**config.mk**
```make
export PLATFORM = sky130hd
export DESIGN_NAME = tm1638_source_select
export DESIGN_NICKNAME = d
export VERILOG_FILES = /design/src/rtl/tm1638_source_select.sv
export SDC_FILE = /design/constraint.sdc
export NUM_CORES = 1
export LEC_CHECK = 0
export ABC_AREA = 1
export ABC_CLOCK_PERIOD_IN_PS = 5100
export BUFFER_PORTS_ARGS = -buffer_cell sky130_fd_sc_hd__clkbuf_2
export CAP_MARGIN = 20
export CORE_AREA = 2 2 296 327
export CTS_BUF_LIST = sky130_fd_sc_hd__clkbuf_4
export CTS_CLUSTER_DIAMETER = 150
export DETAILED_ROUTE_END_ITERATION = 12
export DIE_AREA = 0 0 298 329
export PLACE_DENSITY_LB_ADDON = 0.08
export SLEW_MARGIN = 0
export SYNTH_ARGS = -nofsm -noshare
export SYNTH_HDL_FRONTEND = slang
export SYNTH_SLANG_ARGS = --single-unit
```
**constraint.sdc**
```tcl
create_clock -name i_Clk -period 5.1 [get_ports i_Clk]
set_input_delay 0 -clock i_Clk [delete_from_list [all_inputs] [get_ports i_Clk]]
set_output_delay 0 -clock i_Clk [all_outputs]
set_load 0.01 [all_outputs]
```
**src/rtl/tm1638_source_select.sv**
```systemverilog
// Purpose : N-channel source selector for tm1638_driver; holds the latest frame per channel, steps next/prev/auto.
// Latency : 1 cycle for live pass-through, 2 cycles from a step pulse to the refresh frame.
// Backpress: none; sources push one-cycle valid pulses, the driver must accept every o_Valid pulse.
module tm1638_source_select #(
    parameter int NUM_CH      = 8,
    parameter int SEG_W       = 64,
    parameter int LED_W       = 8,
    parameter int AUTO_CYCLES = 27_000_000,
    parameter int DEFAULT_SEL = 0
) (
    input  logic                       i_Clk,
    input  logic                       i_Rst,
    input  logic [NUM_CH*SEG_W-1:0]    i_Segments,
    input  logic [NUM_CH*LED_W-1:0]    i_Leds,
    input  logic [NUM_CH-1:0]          i_Valid,
    input  logic                       i_Next,
    input  logic                       i_Prev,
    input  logic                       i_Auto_En,
    output logic [SEG_W-1:0]           o_Segments,
    output logic [LED_W-1:0]           o_Leds,
    output logic                       o_Valid,
    output logic [$clog2(NUM_CH)-1:0]  o_Sel,
    output logic                       o_Switch
);

    localparam int SEL_W = $clog2(NUM_CH);
    localparam int CNT_W = $clog2(AUTO_CYCLES);

    // S_PASS forwards the selected channel live; S_REFRESH is the single
    // cycle after a channel switch where the held frame is replayed.
    typedef enum logic [0:0] {
        S_PASS    = 1'b0,
        S_REFRESH = 1'b1
    } state_t;

    state_t state;
    state_t state_nxt;

    // Unpacked views of the packed source buses.
    logic [SEG_W-1:0] in_seg [NUM_CH];
    logic [LED_W-1:0] in_led [NUM_CH];

    // Latest frame seen on every channel, selected or not.
    logic [SEG_W-1:0] hseg [NUM_CH];
    logic [LED_W-1:0] hled [NUM_CH];
    logic [NUM_CH-1:0] have;

    // Auto-advance interval counter.
    logic [CNT_W-1:0] auto_cnt;
    logic [CNT_W-1:0] auto_cnt_nxt;

    // Step decode.
    logic man_up;
    logic man_dn;
    logic auto_hit;
    logic step_up;
    logic step_dn;
    logic step;
    logic [SEL_W-1:0] sel_nxt;

    // Registered output next-values.
    logic [SEG_W-1:0] seg_nxt;
    logic [LED_W-1:0] led_nxt;
    logic             valid_nxt;
    logic             switch_nxt;

    generate
        for (genvar k = 0; k < NUM_CH; k++) begin : g_slice
            assign in_seg[k] = i_Segments[k*SEG_W +: SEG_W];
            assign in_led[k] = i_Leds[k*LED_W +: LED_W];
        end
    endgenerate

    // Resolve manual and automatic steps into a single +1/-1/0 decision.
    // Simultaneous next and prev cancel, and a cancelled pair still lets
    // the auto timer fire since the net manual step is zero.
    always_comb begin
        man_up   = i_Next & ~i_Prev;
        man_dn   = i_Prev & ~i_Next;
        auto_hit = i_Auto_En & ~man_up & ~man_dn &
                   (auto_cnt == CNT_W'(AUTO_CYCLES - 1));
        step_up  = man_up | auto_hit;
        step_dn  = man_dn;
        step     = step_up | step_dn;
    end

    // Wrapping channel arithmetic; works for any channel count, not only powers of two.
    always_comb begin
        sel_nxt = o_Sel;
        if (step_up) begin
            sel_nxt = (o_Sel == SEL_W'(NUM_CH - 1)) ? '0 : o_Sel + SEL_W'(1);
        end else if (step_dn) begin
            sel_nxt = (o_Sel == '0) ? SEL_W'(NUM_CH - 1) : o_Sel - SEL_W'(1);
        end
    end

    // Auto counter restarts on every step (so a manual press restarts the
    // interval) and idles at zero while auto mode is off.
    always_comb begin
        if (step || !i_Auto_En) begin
            auto_cnt_nxt = '0;
        end else begin
            auto_cnt_nxt = auto_cnt + CNT_W'(1);
        end
    end

    // Next-state and output decision. A step always wins: the old
    // channel's same-cycle frame is only captured, never forwarded, and a
    // step during a refresh simply restarts the refresh for the newer channel.
    always_comb begin
        state_nxt  = state;
        seg_nxt    = o_Segments;
        led_nxt    = o_Leds;
        valid_nxt  = 1'b0;
        switch_nxt = 1'b0;

        if (step) begin
            state_nxt  = S_REFRESH;
            switch_nxt = 1'b1;
        end else begin
            case (state)
                S_PASS: begin
                    if (i_Valid[o_Sel]) begin
                        seg_nxt   = in_seg[o_Sel];
                        led_nxt   = in_led[o_Sel];
                        valid_nxt = 1'b1;
                    end
                end
                S_REFRESH: begin
                    state_nxt = S_PASS;
                    // A live frame arriving now is newer than the held one.
                    if (i_Valid[o_Sel]) begin
                        seg_nxt   = in_seg[o_Sel];
                        led_nxt   = in_led[o_Sel];
                        valid_nxt = 1'b1;
                    end else if (have[o_Sel]) begin
                        seg_nxt   = hseg[o_Sel];
                        led_nxt   = hled[o_Sel];
                        valid_nxt = 1'b1;
                    end
                end
                default: begin
                    state_nxt = S_PASS;
                end
            endcase
        end
    end

    // FSM state register.
    always_ff @(posedge i_Clk) begin
        if (i_Rst) begin
            state <= S_PASS;
        end else begin
            state <= state_nxt;
        end
    end

    // Capture every channel's latest frame regardless of the selection.
    always_ff @(posedge i_Clk) begin
        if (i_Rst) begin
            have <= '0;
            for (int k = 0; k < NUM_CH; k++) begin
                hseg[k] <= '0;
                hled[k] <= '0;
            end
        end else begin
            for (int k = 0; k < NUM_CH; k++) begin
                if (i_Valid[k]) begin
                    hseg[k] <= in_seg[k];
                    hled[k] <= in_led[k];
                    have[k] <= 1'b1;
                end
            end
        end
    end

    // Selection, auto counter and registered driver-facing outputs.
    always_ff @(posedge i_Clk) begin
        if (i_Rst) begin
            o_Sel      <= SEL_W'(DEFAULT_SEL);
            auto_cnt   <= '0;
            o_Segments <= '0;
            o_Leds     <= '0;
            o_Valid    <= 1'b0;
            o_Switch   <= 1'b0;
        end else begin
            o_Sel      <= sel_nxt;
            auto_cnt   <= auto_cnt_nxt;
            o_Segments <= seg_nxt;
            o_Leds     <= led_nxt;
            o_Valid    <= valid_nxt;
            o_Switch   <= switch_nxt;
        end
    end

endmodule
```
==> key figures, run 1 <==
Floorplan
  – Row count: 119
  – Die X: 298 um
  – # IOs: 666
  – Vert. Die Dim: 329 um
  – Initial Util: 39.7%

Yosys
  – Yosys warning total: 0
  – Synth Cell Area: 0.0377 sq mm
  – Synth Net Count: 5495
  – Cells after synthesis: 4901
  – Area contributors post-synth: edfxtp_1 46%, nand2_1 12%, nor2_1 8.7%
  – Syn Area/Cell: 7.69 sq um
  – Yosys top cell by area: edfxtp_1
  – Sequential fraction of the synthesis area: 51.9%
  – Yosys cell types: 35
  – Top-area cell type share of the netlist area: 45.9%
  – Yosys reg bits: 689

Clock network
  – Num CTS Buffers: 187
  – # Post-CTS Setup Buffers: 0
  – Post-CTS sizing: 0
  – H-Tree Depth: 4
  – Hold_buf cts: 1382
  – Clock Tree Buf Depth: 3
  – Clk sinks: 689
  – CTS root buf: clkbuf_4

Outcome
  – Stopped at: clock tree synthesis (4_1_cts)
  – Status: did not finish
  – Stop Error: [ERROR RSZ-0060] Max buffer count reached.

Placement
  – Inst Count DP: 6562
  – Pre-CTS WS: 1.35 ns
  – Port Buffers: 665
  – Detailed placement HPWL: 97100 um
  – Gpl congestion: 0.846
## logic make-up after synthesis
family          Yosys count  share of synthesized area, %
fa+ha+maj                 5                         0.166
buf+inv                1022                          10.9
flops                   689                          51.9
xor+xnor                  6                         0.139
simple gates           2685                          29.1
compound gates          494                          7.73
## metrics by stage
step / utilization [%] / hold WS (ns) / area, sq um
after floorplan: - / 0.173 / 37700
after global placement: 43.9 / 0.301 / 41700
after detailed placement: 43.9 / 0.302 / 41700
## synth_stat cells (all sizes together)
master and instances:
nand2 1171, nor2 880, inv 690, nand3 584, edfxtp 576, o21ai 237, buf 167, clkbuf 164
o211ai 131, dfxtp 113, a21oi 86, a211oi 37, nand3b 23, nor3 12, or2 9, ha 5
xnor2 4, nand4 2, nor4 2, o22ai 2, xor2 2, a22oi 1, clkinv 1, nor3b 1
or3 1
==> run 2: changes to the inputs <==
--- a/config.mk
+++ b/config.mk
@@ -9,12 +9,10 @@
 export ABC_CLOCK_PERIOD_IN_PS = 5100
 export BUFFER_PORTS_ARGS = -buffer_cell sky130_fd_sc_hd__clkbuf_2
 export CAP_MARGIN = 20
-export CORE_AREA = 2 2 296 327
-export CTS_BUF_LIST = sky130_fd_sc_hd__clkbuf_4
-export CTS_CLUSTER_DIAMETER = 150
+export CORE_AREA = 2 2 392 394
 export DETAILED_ROUTE_END_ITERATION = 12
-export DIE_AREA = 0 0 298 329
-export PLACE_DENSITY_LB_ADDON = 0.08
+export DIE_AREA = 0 0 394 396
+export PLACE_DENSITY_LB_ADDON = 0.15
 export SLEW_MARGIN = 0
 export SYNTH_ARGS = -nofsm -noshare
 export SYNTH_HDL_FRONTEND = slang
==> run 2 against run 1 <==
Against the previous run: the flow now finishes without violations; synthesized area unchanged; synthesized cell count unchanged.
==> key figures, run 2 <==
Outcome
  – Status: finished clean

Placement
  – Pre-CTS WS: 1.61 ns (+0.263 ns)
  – Detailed placement HPWL: 114000 um (+17%)
  – Gpl congestion: 0.827 (-2.2%)
  – Port Buffers: 665 (unchanged)
  – Inst Count DP: 7312 (+11%)
  – DP Area: 0.0426 sq mm (+2.2%)

Floorplan
  – Vert. Die Dim: 396 um (+20%)
  – Initial Util: 24.9% (-15 points)
  – # IOs: 666 (unchanged)
  – Die X: 394 um (+32%)
  – Core area: 0.152 sq mm
  – Die area: 0.156 sq mm
  – Row count: 143 (+20%)

Global routing
  – Largest net degree at the start of global routing: 208
  – Initial antenna violation count: 10
  – Congestion Overflow GR: 0
  – Gr usage total: 23.2%
  – Vias in the first global route: 37800
  – First-pass GRT wire length: 264000 um

Power and ir drop
  – Pleak: 23.9 nW
  – Worst VDD drop: 0.293 mV
  – Overall power: 17.5 mW
  – Pwr Density: 338 mW/mm^2

Clock network
  – TritonCTS clock tree: done
  – Post-CTS sizing: 0 (unchanged)
  – # Post-CTS Setup Buffers: 0 (unchanged)
  – Clock Tree Buf Depth: 3 (unchanged)
  – CTS root buf: clkbuf_16
  – H-Tree Depth: 3 (-1)
  – Clk sinks: 689 (unchanged)
  – Num CTS Buffers: 89 (-52%)
  – Worst-path clk slew: 0.06 ns
  – Later-pin clock latency in the skew report: 0.70 ns

Setup path
  – CP max stage delay: 0.57 ns
  – Crit. End Element: flip-flop
  – CP Cell Sequence: inv_4 > nand2_1 > nand3_1 > nand3_1 > nand2_4 > nand2_4 > buf_4 > nand2_1 > nand2_1 > nor2_1 > nor2_1
  – R2R Path Start: o_Sel[0]
  – Critical Path RT: 5.69 ns
  – Crit path from: o_Sel[0]
  – Most common cell on crit path: nand2_1
  – Arr. time, crit path: 3.96 ns
  – CP Launch Type: flip-flop
  – Slowest cell on crit path: nand2_4
  – CP Max Fanout: 50
  – CP Class: reg2reg

Layout
  – Layout cells sized above 1: 14.5%
  – Regs by FF count: hseg x512, hled x64, o_Segments x64
  – Most common cell after layout, fill and taps aside: nand2_1
  – Biggest register: hseg
  – Area growth syn-to-layout: 36.9%
  – Non-filler cells, final: 8091
  – Layout Nets: 6574
  – Post-route cell area: 0.0516 sq mm
  – Final core occ: 34.0%
  – Max reg flops: 512
  – Most frequent cells in the layout: 1155 x nand2_1, 878 x nor2_1, 684 x inv_1

STA
  – Max Clock Freq: 296 MHz
  – Least-Margin Pin Slew: 1.37 ns
  – Tcrit/Tclk final: 66.2%
  – Rel. slew slack: 8.48%
  – Fin crit period: 3.38 ns
  – Min Hold Slack: 0.0634 ns
  – Post-Route Skew: 0.0241 ns
  – Count of pins over their slew limit: 0
  – Final worst setup slack: 1.72 ns
  – Final setup fails: 0
  – Final Hold Vio Count: 0
  – Setup TNS: 0 ns
  – RSZ-0062 raised after global routing: no

Route
  – Via/cell ratio: 4.66
  – DRC: 0
  – Total Routed Length: 185000 um
  – Total number of vias: 37700
  – Post-DRT Antenna Nets: 0
  – DRT iter0 DRCs: 3219
  – TritonRoute pass-1 iters: 6
  – Per-cell routed wire length: 22.9 um

Job
  – Max Cap Viol: 0

Min path
  – Hold Startpoint: i_Next
  – Hold Crit Class: in2reg

Yosys
  – Post-synth EDFFs: 576 (unchanged)
  – Synth Net Count: 5495 (unchanged)
  – Area contributors post-synth: edfxtp_1 46%, nand2_1 12%, nor2_1 8.7%
  – Most common cell in the netlist: nand2_1
  – Yosys top cell by area: edfxtp_1
  – Yosys warning total: 0 (unchanged)
  – Synth Cell Area: 0.0377 sq mm (unchanged)
  – Top-area cell type share of the netlist area: 45.9% (unchanged)
  – Fraction of registers with async set/reset: 0% (unchanged)
  – Sequential fraction of the synthesis area: 51.9% (unchanged)
  – Yosys cell types: 35 (unchanged)
  – Yosys reg bits: 689 (unchanged)
  – Top cells by count, synth: 1168 x nand2_1, 878 x nor2_1, 685 x inv_1, 583 x nand3_1, 576 x edfxtp_1
  – Syn Area/Cell: 7.69 sq um (unchanged)
  – Synth Flop Type: edfxtp_1
  – Cells after synthesis: 4901 (unchanged)
-- run 2: final timing paths --
check / endpoint / slack [ns] / cells past startpoint
min reg2reg: auto_cnt[0] / 0.45 / 1
min: o_Sel[2] / 0.06 / 7
max: o_Segments[17] / 1.72 / 11
max reg2reg: o_Segments[17] / 1.72 / 11
-- run 2: layout make-up --
cell class              count  area [sq um]
fillers                 16100        100000
flip-flops and latches    689         19600
multi-input cells        3190         14100
repair buffers           1319          9840
inverters                 691          2620
clock buffers             135          2560
well taps                2030          2540
clock inverters            29           284
diodes                      8          20.0
-- run 2: timing repair --
item / in CTS / in global routing
hold buffers: 607 / 0
hold endpoints to repair: 651 / 0
endpoints found under the setup margin: 0 / 0
-- run 2: worst max-delay path: cells and delay by family (launching register included) --
| kind | cells | cell delay, ns |
|---|---|---|
| and+or+nand+nor | 9 | 1.79 |
| buffers and inverters | 2 | 0.96 |
| DFF | 1 | 0.45 |
-- run 2: power breakdown --
group          leakage, nW  internal [mW]  total [mW]  switching (mW)
Sequential            7.10           6.65        6.99           0.336
Combinational         15.4           1.39        4.14            2.75
Clock                 1.39           3.71        6.32            2.62
Total                 23.9           11.7        17.5            5.71
-- run 2: cell families after synthesis --
logic type      count (synthesis)  share of synthesized area, %
buf+inv                      1022                          10.9
flops                         689                          51.9
simple gates                 2685                          29.1
xor+xnor                        6                         0.139
compound gates                494                          7.73
fa+ha+maj                       5                         0.166
-- run 2: routing by layer --
| metal | vias to the layer above | global-route usage, % | wire, um |
|---|---|---|---|
| li1 | 17900 | - | - |
| met1 | 18100 | 30.6 | 81000 |
| met4 | 2 | 8.99 | 6690 |
| met5 | - | 0 | 14 |
| met2 | 1468 | 38.3 | 86200 |
| met3 | 268 | 3.22 | 11200 |
Note: power is estimated with default switching activity, not from simulation.
